File: config.mk
export PLATFORM = sky130hd
export DESIGN_NAME = hit_detector_flat
export DESIGN_NICKNAME = d
export VERILOG_FILES = /design/src/rtl/hit_detector_pkg.sv /design/src/rtl/hit_detector_if.sv /design/src/rtl/hit_detector_box_overlap.sv /design/src/rtl/hit_detector.sv /design/src/flat_wrapper.sv
export SDC_FILE = /design/constraint.sdc
export NUM_CORES = 1
export LEC_CHECK = 0
export CORE_UTILIZATION = 52
export DETAILED_ROUTE_END_ITERATION = 7
export MAX_ROUTING_LAYER = met4
export PLACE_DENSITY = 0.86
export SKIP_LAST_GASP = 1
export SYNTH_ARGS = -nofsm -noshare
export SYNTH_HDL_FRONTEND = slang
export SYNTH_SLANG_ARGS = --single-unit
File: constraint.sdc
create_clock -name clk -period 4.7 [get_ports clk]
set_input_delay 0.94 -clock clk [delete_from_list [all_inputs] [get_ports clk]]
set_output_delay 0.94 -clock clk [all_outputs]
set_load 0.05 [all_outputs]
File: src/rtl/hit_detector_pkg.sv
// hit_detector_pkg: shared game constants (asteroid size codes, point values)
// and the detector FSM state type. The score block imports the same constants.
// Contents: ast_size_e, PTS_* values, det_state_e, size_points().
package hit_detector_pkg;

    // Asteroid size codes as stored in the slot table.
    typedef enum logic [1:0] {
        SZ_LARGE  = 2'd0,
        SZ_MEDIUM = 2'd1,
        SZ_SMALL  = 2'd2,
        SZ_RSVD   = 2'd3
    } ast_size_e;

    localparam logic [9:0] PTS_LARGE  = 10'd20;
    localparam logic [9:0] PTS_MEDIUM = 10'd50;
    localparam logic [9:0] PTS_SMALL  = 10'd100;

    typedef enum logic [2:0] {
        ST_IDLE  = 3'd0,
        ST_FETCH = 3'd1,
        ST_CMP   = 3'd2,
        ST_HIT   = 3'd3,
        ST_DONE  = 3'd4
    } det_state_e;

    // Reserved size code scores nothing; it is also never treated as a hit.
    function automatic logic [9:0] size_points(input logic [1:0] sz);
        logic [9:0] pts;
        case (sz)
            SZ_LARGE:  pts = PTS_LARGE;
            SZ_MEDIUM: pts = PTS_MEDIUM;
            SZ_SMALL:  pts = PTS_SMALL;
            default:   pts = 10'd0;
        endcase
        return pts;
    endfunction

endpackage

File: src/rtl/hit_detector_if.sv
// hit_detector_if: bundle of the detector's bullet inputs, slot-table read
// port and collision outputs. master = detector, slave = surrounding logic.
// Ports: none (signal container); parameters size the coordinate/index fields.
interface hit_detector_if #(
    parameter int N_AST = 8,
    parameter int X_W   = 10,
    parameter int Y_W   = 9
);
    localparam int A_W = $clog2(N_AST);

    // Bullet side
    logic           frame_tick;
    logic           bullet_active;
    logic [X_W-1:0] bullet_x;
    logic [Y_W-1:0] bullet_y;

    // Slot table synchronous read port (data 1 cycle after address)
    logic [A_W-1:0] ast_addr;
    logic           ast_valid;
    logic [X_W-1:0] ast_x;
    logic [Y_W-1:0] ast_y;
    logic [1:0]     ast_size;

    // Collision results towards the score block
    logic           hit;
    logic [9:0]     hit_points;
    logic [A_W-1:0] kill_idx;
    logic           bullet_clear;
    logic           busy;
    logic           scan_done;

    modport master (
        input  frame_tick, bullet_active, bullet_x, bullet_y,
        input  ast_valid, ast_x, ast_y, ast_size,
        output ast_addr,
        output hit, hit_points, kill_idx, bullet_clear, busy, scan_done
    );

    modport slave (
        output frame_tick, bullet_active, bullet_x, bullet_y,
        output ast_valid, ast_x, ast_y, ast_size,
        input  ast_addr,
        input  hit, hit_points, kill_idx, bullet_clear, busy, scan_done
    );

endinterface

File: src/rtl/hit_detector_box_overlap.sv
// box_overlap: combinational axis-aligned box overlap test between two centres.
// Ports: a_x_i/a_y_i, b_x_i/b_y_i centres; half_sum_i inclusive bound; overlap_o.
// Latency 0; no flow control.
module box_overlap
    import hit_detector_pkg::*;
#(
    parameter int X_W = 10,
    parameter int Y_W = 9,
    parameter int CW  = ((X_W > Y_W) ? X_W : Y_W) + 1
) (
    input  logic [X_W-1:0] a_x_i,
    input  logic [Y_W-1:0] a_y_i,
    input  logic [X_W-1:0] b_x_i,
    input  logic [Y_W-1:0] b_y_i,
    input  logic [CW-1:0]  half_sum_i,
    output logic           overlap_o
);

    // Differences carry one extra sign bit so screen edges never wrap.
    logic signed [X_W:0] dx;
    logic signed [Y_W:0] dy;
    logic        [X_W:0] adx;
    logic        [Y_W:0] ady;

    always_comb begin
        dx  = $signed({1'b0, a_x_i}) - $signed({1'b0, b_x_i});
        dy  = $signed({1'b0, a_y_i}) - $signed({1'b0, b_y_i});
        // Magnitude of a (W+1)-bit difference of W-bit values fits in W+1 bits.
        adx = dx[X_W] ? $unsigned(-dx) : $unsigned(dx);
        ady = dy[Y_W] ? $unsigned(-dy) : $unsigned(dy);
        overlap_o = (CW'(adx) <= half_sum_i) && (CW'(ady) <= half_sum_i);
    end

endmodule

File: src/rtl/hit_detector.sv
// hit_detector: per-frame bullet/asteroid collision scan over the slot table.
// Ports: clk, reset (sync, active-high), bus (hit_detector_if.master).
// Latency: slot k compared 2+2k cycles after tick; hit 1 cycle later. No backpressure; ticks while busy are dropped.
module hit_detector
    import hit_detector_pkg::*;
#(
    parameter int N_AST    = 8,
    parameter int X_W      = 10,
    parameter int Y_W      = 9,
    parameter int AST_HALF = 8,
    parameter int BUL_HALF = 1
) (
    input  logic            clk,
    input  logic            reset,
    hit_detector_if.master  bus
);

    localparam int A_W = $clog2(N_AST);
    localparam int CW  = ((X_W > Y_W) ? X_W : Y_W) + 1;
    localparam logic [CW-1:0]  HALF_SUM = CW'(AST_HALF + BUL_HALF);
    localparam logic [A_W-1:0] IDX_LAST = A_W'(N_AST - 1);

    det_state_e     state_q;
    logic [A_W-1:0] idx_q;
    logic [A_W-1:0] idx_d;
    logic [X_W-1:0] bx_q;
    logic [Y_W-1:0] by_q;
    logic [A_W-1:0] ast_addr_q;
    logic           hit_q;
    logic [9:0]     pts_q;
    logic [A_W-1:0] kill_q;
    logic           busy_q;
    logic           done_q;

    logic           overlap;
    logic           slot_hit_d;

    box_overlap #(
        .X_W (X_W),
        .Y_W (Y_W),
        .CW  (CW)
    ) u_overlap (
        .a_x_i      (bus.ast_x),
        .a_y_i      (bus.ast_y),
        .b_x_i      (bx_q),
        .b_y_i      (by_q),
        .half_sum_i (HALF_SUM),
        .overlap_o  (overlap)
    );

    // Read data is only meaningful in CMP; the FSM ignores it elsewhere.
    always_comb begin
        idx_d      = idx_q + 1'b1;
        slot_hit_d = bus.ast_valid && (bus.ast_size != SZ_RSVD) && overlap;
    end

    always_ff @(posedge clk) begin
        if (reset) begin
            state_q    <= ST_IDLE;
            idx_q      <= '0;
            bx_q       <= '0;
            by_q       <= '0;
            ast_addr_q <= '0;
            hit_q      <= 1'b0;
            pts_q      <= '0;
            kill_q     <= '0;
            busy_q     <= 1'b0;
            done_q     <= 1'b0;
        end else begin
            // Pulse outputs default low; hit payload reads 0 outside the hit cycle.
            hit_q  <= 1'b0;
            pts_q  <= '0;
            kill_q <= '0;
            done_q <= 1'b0;

            unique case (state_q)
                ST_IDLE: begin
                    if (bus.frame_tick) begin
                        bx_q  <= bus.bullet_x;
                        by_q  <= bus.bullet_y;
                        idx_q <= '0;
                        if (bus.bullet_active) begin
                            state_q    <= ST_FETCH;
                            ast_addr_q <= '0;
                            busy_q     <= 1'b1;
                        end else begin
                            state_q <= ST_DONE;
                            done_q  <= 1'b1;
                        end
                    end
                end

                ST_FETCH: begin
                    state_q <= ST_CMP;
                end

                ST_CMP: begin
                    if (slot_hit_d) begin
                        state_q <= ST_HIT;
                        hit_q   <= 1'b1;
                        kill_q  <= idx_q;
                        pts_q   <= size_points(bus.ast_size);
                    end else if (idx_q == IDX_LAST) begin
                        state_q <= ST_DONE;
                        busy_q  <= 1'b0;
                        done_q  <= 1'b1;
                    end else begin
                        state_q    <= ST_FETCH;
                        idx_q      <= idx_d;
                        ast_addr_q <= idx_d;
                    end
                end

                ST_HIT: begin
                    state_q <= ST_DONE;
                    busy_q  <= 1'b0;
                    done_q  <= 1'b1;
                end

                ST_DONE: begin
                    state_q <= ST_IDLE;
                end

                default: begin
                    state_q <= ST_IDLE;
                    busy_q  <= 1'b0;
                end
            endcase
        end
    end

    assign bus.ast_addr     = ast_addr_q;
    assign bus.hit          = hit_q;
    assign bus.bullet_clear = hit_q;
    assign bus.hit_points   = pts_q;
    assign bus.kill_idx     = kill_q;
    assign bus.busy         = busy_q;
    assign bus.scan_done    = done_q;

endmodule

File: src/flat_wrapper.sv
// flat-port wrapper written by rule: the top's interface ports become plain ports
module hit_detector_flat import hit_detector_pkg::*;
#(
    parameter int N_AST    = 8,
    parameter int X_W      = 10,
    parameter int Y_W      = 9,
    parameter int AST_HALF = 8,
    parameter int BUL_HALF = 1
)
  (clk, reset, bus_frame_tick, bus_bullet_active, bus_bullet_x, bus_bullet_y, bus_ast_valid, bus_ast_x, bus_ast_y, bus_ast_size, bus_ast_addr, bus_hit, bus_hit_points, bus_kill_idx, bus_bullet_clear, bus_busy, bus_scan_done);
  hit_detector_if #(.N_AST(N_AST), .X_W(X_W), .Y_W(Y_W)) bus_i ();
  input  logic clk;
  input  logic reset;
  input wire logic [$bits(bus_i.frame_tick)-1:0] bus_frame_tick;
  input wire logic [$bits(bus_i.bullet_active)-1:0] bus_bullet_active;
  input wire logic [$bits(bus_i.bullet_x)-1:0] bus_bullet_x;
  input wire logic [$bits(bus_i.bullet_y)-1:0] bus_bullet_y;
  input wire logic [$bits(bus_i.ast_valid)-1:0] bus_ast_valid;
  input wire logic [$bits(bus_i.ast_x)-1:0] bus_ast_x;
  input wire logic [$bits(bus_i.ast_y)-1:0] bus_ast_y;
  input wire logic [$bits(bus_i.ast_size)-1:0] bus_ast_size;
  output wire logic [$bits(bus_i.ast_addr)-1:0] bus_ast_addr;
  output wire logic [$bits(bus_i.hit)-1:0] bus_hit;
  output wire logic [$bits(bus_i.hit_points)-1:0] bus_hit_points;
  output wire logic [$bits(bus_i.kill_idx)-1:0] bus_kill_idx;
  output wire logic [$bits(bus_i.bullet_clear)-1:0] bus_bullet_clear;
  output wire logic [$bits(bus_i.busy)-1:0] bus_busy;
  output wire logic [$bits(bus_i.scan_done)-1:0] bus_scan_done;
  assign bus_i.frame_tick = bus_frame_tick;
  assign bus_i.bullet_active = bus_bullet_active;
  assign bus_i.bullet_x = bus_bullet_x;
  assign bus_i.bullet_y = bus_bullet_y;
  assign bus_i.ast_valid = bus_ast_valid;
  assign bus_i.ast_x = bus_ast_x;
  assign bus_i.ast_y = bus_ast_y;
  assign bus_i.ast_size = bus_ast_size;
  assign bus_ast_addr = bus_i.ast_addr;
  assign bus_hit = bus_i.hit;
  assign bus_hit_points = bus_i.hit_points;
  assign bus_kill_idx = bus_i.kill_idx;
  assign bus_bullet_clear = bus_i.bullet_clear;
  assign bus_busy = bus_i.busy;
  assign bus_scan_done = bus_i.scan_done;
  hit_detector #(.N_AST(N_AST), .X_W(X_W), .Y_W(Y_W), .AST_HALF(AST_HALF), .BUL_HALF(BUL_HALF)) u_core (.clk(clk), .reset(reset), .bus(bus_i));
endmodule
==> results of run 1 <==
## stage by stage
step | hold WS, ns | power (mW) | instance area (um2)
2_1_floorplan | 0.4363 | 0.6664 | 3218
3_3_place_gp | 0.4418 | 0.7519 | 3796
3_5_place_dp | 0.4469 | 0.7665 | 3796
4_1_cts | 0.4580 | 1.008 | 3890
5_1_grt | 0.4719 | 1.070 | 3890
6_report | 0.4574 | 1.008 | 3890
## area by class of cell
type | count | share of cell area [%]
Tap cell | 75 | 2.412
Inverter | 34 | 3.281
Clock inverter | 3 | 0.6433
Sequential cell | 39 | 20.07
Timing Repair Buffer | 61 | 15.57
Multi-Input combinational cell | 303 | 56.26
Clock buffer | 5 | 1.769
## sequential cells by signal (all words and copies together) (netlist names), 3 cells and up
| signal | count |
|---|---|
| u_core.bus.hit_points | 5 |
| u_core.bus.ast_addr | 3 |
| u_core.bus.kill_idx | 3 |
| u_core.state_q | 3 |
| u_core.by_q | 9 |
| u_core.bx_q | 10 |
| u_core.idx_q | 3 |
## final timing paths
path,to,depth (start not counted)
max reg2reg,u_core.bus.ast_addr[0],12
min,u_core.by_q[7],2
max,u_core.bus.ast_addr[0],13
min reg2reg,u_core.by_q[7],2
## critical path, delay by kind of cell
family	cells	cell delay, ns
compound gates	6	1.41
fa+ha+maj	2	0.63
buf+inv	2	0.49
mux	1	0.34
simple gates	2	0.52
## routing by layer
layer / track usage, % / vias up / wire length, um
li1: - / 1500 / -
met1: 28.59 / 1386 / 3268
met2: 41.44 / 110 / 3609
met3: 3.864 / 20 / 417
met4: 9.107 / 0 / 188
met5: - / - / 0
## cell usage in the layout, fill, tap and decap left out, types with 5 or more instances in the layout
master / n
mux2i_1: 8
nor4_1: 5
ha_1: 30
clkbuf_8: 5
xnor2_1: 9
and2_1: 8
dfxtp_1: 39
inv_1: 34
nor3b_1: 5
nor3_1: 9
clkdlybuf4s50_1: 59
conb_1: 5
nor2_1: 20
nand3_1: 8
nand3b_1: 6
xor2_1: 6
a21oi_1: 32
nand2b_1: 8
o21a_1: 5
nand2_1: 46
a21o_1: 6
o21ai_0: 5
## report_power, final
group	switching (mW)	internal, mW
Sequential	0.00937	0.345
Combinational	0.237	0.175
Clock	0.135	0.106
Total	0.381	0.627
## cells by family (layout without fill, tap and decap cells)
family	after synthesis	after routing	synth area share [%]
XOR/XNOR	15	15	4.102
buffers and inverters	56	103	7.930
AO/OA/AOI/OAI	98	98	23.40
other	1	5	0.1171
adder cells (fa/ha/maj)	32	32	12.97
AND/OR/NAND/NOR	142	142	23.32
flip-flops	39	39	24.38
multiplexers	11	11	3.789
==> qor.csv, run 1 <==
metric;value;unit
1st-iter DRT viols;163;
die area;6478;um2
number of antenna diodes;0;
Yosys top cell by area;dfxtp_1;
Cell variety after synth;70;
critical path type;in2reg;
setup violators final;0;
period utilization;88.25;%
CP required;4.90;ns
worst vdd ir;0.1227;mV
all-layer global routing usage;24.30;%
final hold violations;0;
clk_lat worst skew;0.30;ns
RSZ-0062 raised after global routing;false;
FF-to-FF Start;u_core.bx_q[0];
grt total ovfl;0;
die height;80.49;um
chip width;80.49;um
final core utilization;65.70;%
CTS Buf Count;5;
Post-layout nets;521;
Synth Instances;394;
first-pass GRT wire length;12160;um
vias in the first global route;2800;
Vias/cell;5.800;
critical path startpoint;bus_ast_y[0];
Cells after DPL;512;
remaining antenna violation count;0;
final std cells w/o fill;520;
Clock Sinks;39;
CTS tree;done;
via count;3016;
Max-Cap Viols;0;
syn avg cell area;8.130;um2
final worst slack;0.5520;ns
crit path cell chain;clkdlybuf4s50_1 -> inv_1 -> ha_1 -> fa_1 -> nand2b_1 -> a21oi_1 -> o21a_4 -> a2bb2o_4 -> o21bai_1 -> nor3_1 -> o211ai_2 -> o21a_1 -> mux2_4;
Detail Placement HPWL;5615;um
critical-path maximum fanout;6;
Synth top area share;24.38;%
worst-margin pin slew;0.8162;ns
synth cell count leaders;46 x nand2_1, 39 x dfxtp_1, 34 x inv_1;
num ports;65;
Slowest cell on crit path;clkdlybuf4s50_1;
top-count cell post-synth;nand2_1;
layout cells sized above 1;7.416;%
HP Start;u_core.by_q[7];
post_cts resized;0;
global placer's final weighted congestion;0.8720;
outcome;finished clean;
Register Area;780.7;um2
Post-CTS Setup Bufs;0;
pre-CTS setup slack;0.2374;ns
CP max stage delay;0.45;ns
Multi-input gate area;2188;um2
HP Class;reg2reg;
EDFF count, synth;0;
port bufs;59;
Fmax;0.2411;GHz
Worst-path clk slew;0.08;ns
wire per inst;14.39;um
H-tree lvl count;2;
Pwr Density;259.2;nW/um2
final WL;7483;um
Crit. End Element;flop;
Critical Path Source Type;input pin;
Synth area leaders;dfxtp_1 24%, ha_1 12%, nand2_1 5.4%;
ys async rst share;0;%
area grow syn2layout;21.45;%
Slew Limit Fails;0;
relative slew slack;45.59;%
Fin Setup TNS;0;ns
Worst EP arrival;4.35;ns
Fillers;481;
largest net degree at the start of global routing;32;
clock skew;0.008177;ns
main flop type after synthesis;dfxtp_1;
CTS root buf;clkbuf_8;
CTS Buffer Depth;2;
initial antenna violation count;0;
Synth Cell Area;3203;um2
Synth Warn #;0;
Static Leak;1.556;nW
Seq/Total Area, Yosys;24.37;%
FP Rows;28;
post-cts hold buffer count;0;
DRC viols;0;
drt pass-1 iters;5;
Core Area;5921;um2
#FFs+latches synth;39;
Initial Util;54.10;%
setup slack, reg-to-reg;1.35;ns
Min Clock Period, post-route;4.148;ns
(Power assumes the default switching activity.)
==> run 2: changes to the inputs <==
Settings changed: CORE_UTILIZATION 52 to 47, PLACE_DENSITY 0.86 to 0.82.
Clock period 4.7 ns to 3.6 ns, I/O delays scaled along.
==> run 2 against run 1 <==
Net effect:
- the flow now finishes with violations (design-rule violations)
- power up 49%
- die area rose by 10%
- sequential power grew 31%
- clock skew is 0.0047 ns higher
- wire length up 24%
- utilization up 4.0 points
- via count up 7.3%
- worst hold slack better by 0.0032 ns
- cell area is 16% higher
- global-route usage fell by 0.44 points
- highest routed layer unchanged
==> qor.csv, run 2 (synthesized netlist as in run 1, its figures left out) <==
metric;value;unit;change
CTS root buf;clkbuf_8;;
1st-iter DRT viols;181;;+11%
worst reg-to-reg path cell count;13;;+1
Tot Pwr;1.505;mW;+49%
die area;7150;um2;+10%
port bufs;59;;unchanged
DRC viols;3;;+3
hold path depth;2;;unchanged
all-layer global routing usage;23.86;%;-0.44 points
Worst R2R End;u_core.bus.ast_addr[0];;
Slew Limit Fails;0;;unchanged
num ports;65;;unchanged
setup violators final;0;;unchanged
number of antenna diodes;0;;unchanged
Cells after DPL;568;;+11%
HP Class;reg2reg;;
initial antenna violation count;0;;unchanged
remaining antenna violation count;0;;unchanged
most frequent cells in the layout;57 x clkdlybuf4s50_1, 57 x buf_4, 45 x nand2_1;;
layout cells sized above 1;24.70;%;+17 points
Area after DPL;4204;um2;+11%
Post-layout nets;578;;+11%
period utilization;99.65;%;
critical path type;in2reg;;
FF-to-FF Start;u_core.bx_q[0];;
Finished Cell Area;4504;um2;+16%
Clock Sinks;39;;unchanged
first-pass GRT wire length;13600;um;+12%
CTS tree;done;;
die height;84.56;um;+5.1%
Worst-path clk slew;0.10;ns;+0.02 ns
Core Area;6459;um2;+9.1%
grt total ovfl;0;;unchanged
clock skew;0.01287;ns;+0.004695 ns
vias in the first global route;3213;;+15%
H-tree lvl count;2;;unchanged
failing checks;design-rule violations;;
via count;3237;;+7.3%
Vias/cell;5.591;;-3.6%
Fmax;0.2788;GHz;
Min Clock Period, post-route;3.587;ns;
CTS Buf Count;5;;unchanged
CP required;3.80;ns;-1.10 ns
Pwr Density;334.2;nW/um2;+29%
critical-path maximum fanout;5;;-1
CTS Buffer Depth;2;;unchanged
HP Start;u_core.by_q[6];;
worst vdd ir;0.2192;mV;+79%
chip width;84.56;um;+5.1%
wire per inst;16.05;um;+12%
worst hold margin;0.4606;ns;+0.003176 ns
Crit. End Element;flop;;
clk_lat worst skew;0.30;ns;about the same
Critical Path Source Type;input pin;;
Max-Cap Viols;0;;unchanged
Detail Placement HPWL;6111;um;+8.8%
Top reg by flops;u_core.bx_q;;
FP Rows;29;;+3.6%
Fin Setup TNS;0;ns;unchanged
drt pass-1 iters;7;;+2
largest net degree at the start of global routing;32;;unchanged
Worst EP arrival;3.79;ns;-0.56 ns
WHS Endpoint;u_core.by_q[6];;
global placer's final weighted congestion;0.8601;;-1.4%
area grow syn2layout;40.62;%;
outcome;finished, violations left;;
final std cells w/o fill;579;;+11%
Initial Util;49.59;%;-4.5 points
max reg flops;10;;unchanged
final hold violations;0;;unchanged
worst-margin pin slew;0.7930;ns;-0.02315 ns
final WL;9294;um;+24%
relative slew slack;47.13;%;+1.5 points
Static Leak;1.888;nW;+21%
setup slack, reg-to-reg;0.39;ns;-0.96 ns
-- run 2: changes by cell type in the layout (fill, tap and decap cells not counted), sizes merged --
| cell | change |
|---|---|
| dlygate4sd2 | +1 |
| dlymetal6s2s | +1 |
| buf | +57 |
| clkinv | -2 |
| clkinvlp | +1 |
| inv | +1 |
| clkdlybuf4s50 | -2 |
-- run 2: repair_timing --
| item | 4_1_cts | 5_1_grt |
|---|---|---|
| hold buffers | 0 | 0 |
| hold endpoints to repair | 0 | 0 |
| gates resized for setup | 20 | 27 |
| gates cloned | 0 | 1 |
| endpoints found under the setup margin | 17 | 18 |
| setup buffers | 1 | 1 |
| pin swaps | 8 | 15 |
-- run 2: worst max path at each step --
| stage | from | to | slack [ns] | depth (start not counted) |
|---|---|---|---|---|
| 2_1_floorplan | bus_ast_y[0] | u_core.bus.ast_addr[0] | 0.07 | 13 |
| 4_1_cts | bus_ast_x[0] | u_core.bus.ast_addr[0] | 0.002 | 15 |
| 3_5_place_dp | bus_ast_x[0] | u_core.bus.ast_addr[0] | -0.43 | 14 |
| 6_report | bus_ast_x[1] | u_core.bus.ast_addr[0] | 0.01 | 12 |
| 3_3_place_gp | bus_ast_x[0] | u_core.bus.ast_addr[0] | -0.33 | 15 |
| 5_1_grt | bus_ast_y[1] | u_core.bus.hit_points[4] | -0.11 | 13 |
-- run 2: metal layers --
metal / part of all wire [%] / global-route usage (%) / vias to the layer above
met3: 4.2 / 2.950 / 18
met4: 2.5 / 8.475 / 0
met5: 0 / - / -
met1: 44 / 28.36 / 1510
li1: - / - / 1607
met2: 49 / 41.46 / 102
-- run 2: through the flow --
stage | worst slack, ns | utilization, %
floorplan | 0.07392 | -
global placement | -0.3311 | 65.09
detailed placement | -0.4310 | 65.09
CTS | 0.001846 | 67.94
global route | -0.1117 | 69.74
finish | 0.01277 | 69.74
-- run 2: report_power, final --
part / total (mW) / switching [mW] / internal, mW
clock network: 0.329 / 0.190 / 0.139
registers: 0.465 / 0.0136 / 0.451
logic: 0.711 / 0.373 / 0.338
-- run 2: cell type report --
type | instances | area (um2)
Clock inverter | 3 | 23.77
Fill cell | 488 | 1954
Inverter | 34 | 127.6
Sequential cell | 39 | 780.7
Clock buffer | 5 | 68.82
Timing Repair Buffer | 118 | 1036
Tap cell | 77 | 96.34
Multi-Input combinational cell | 303 | 2371
-- run 2: critical path: stages --
cell	delay, ns
clkdlybuf4s50_1	0.46
fa_2	0.47
a21o_1	0.23
a21o_1	0.18
o31a_1	0.32
a21oi_2	0.23
a31oi_1	0.14
nor4_2	0.23
buf_4	0.18
o22ai_2	0.07
o21a_2	0.26
mux2_4	0.30
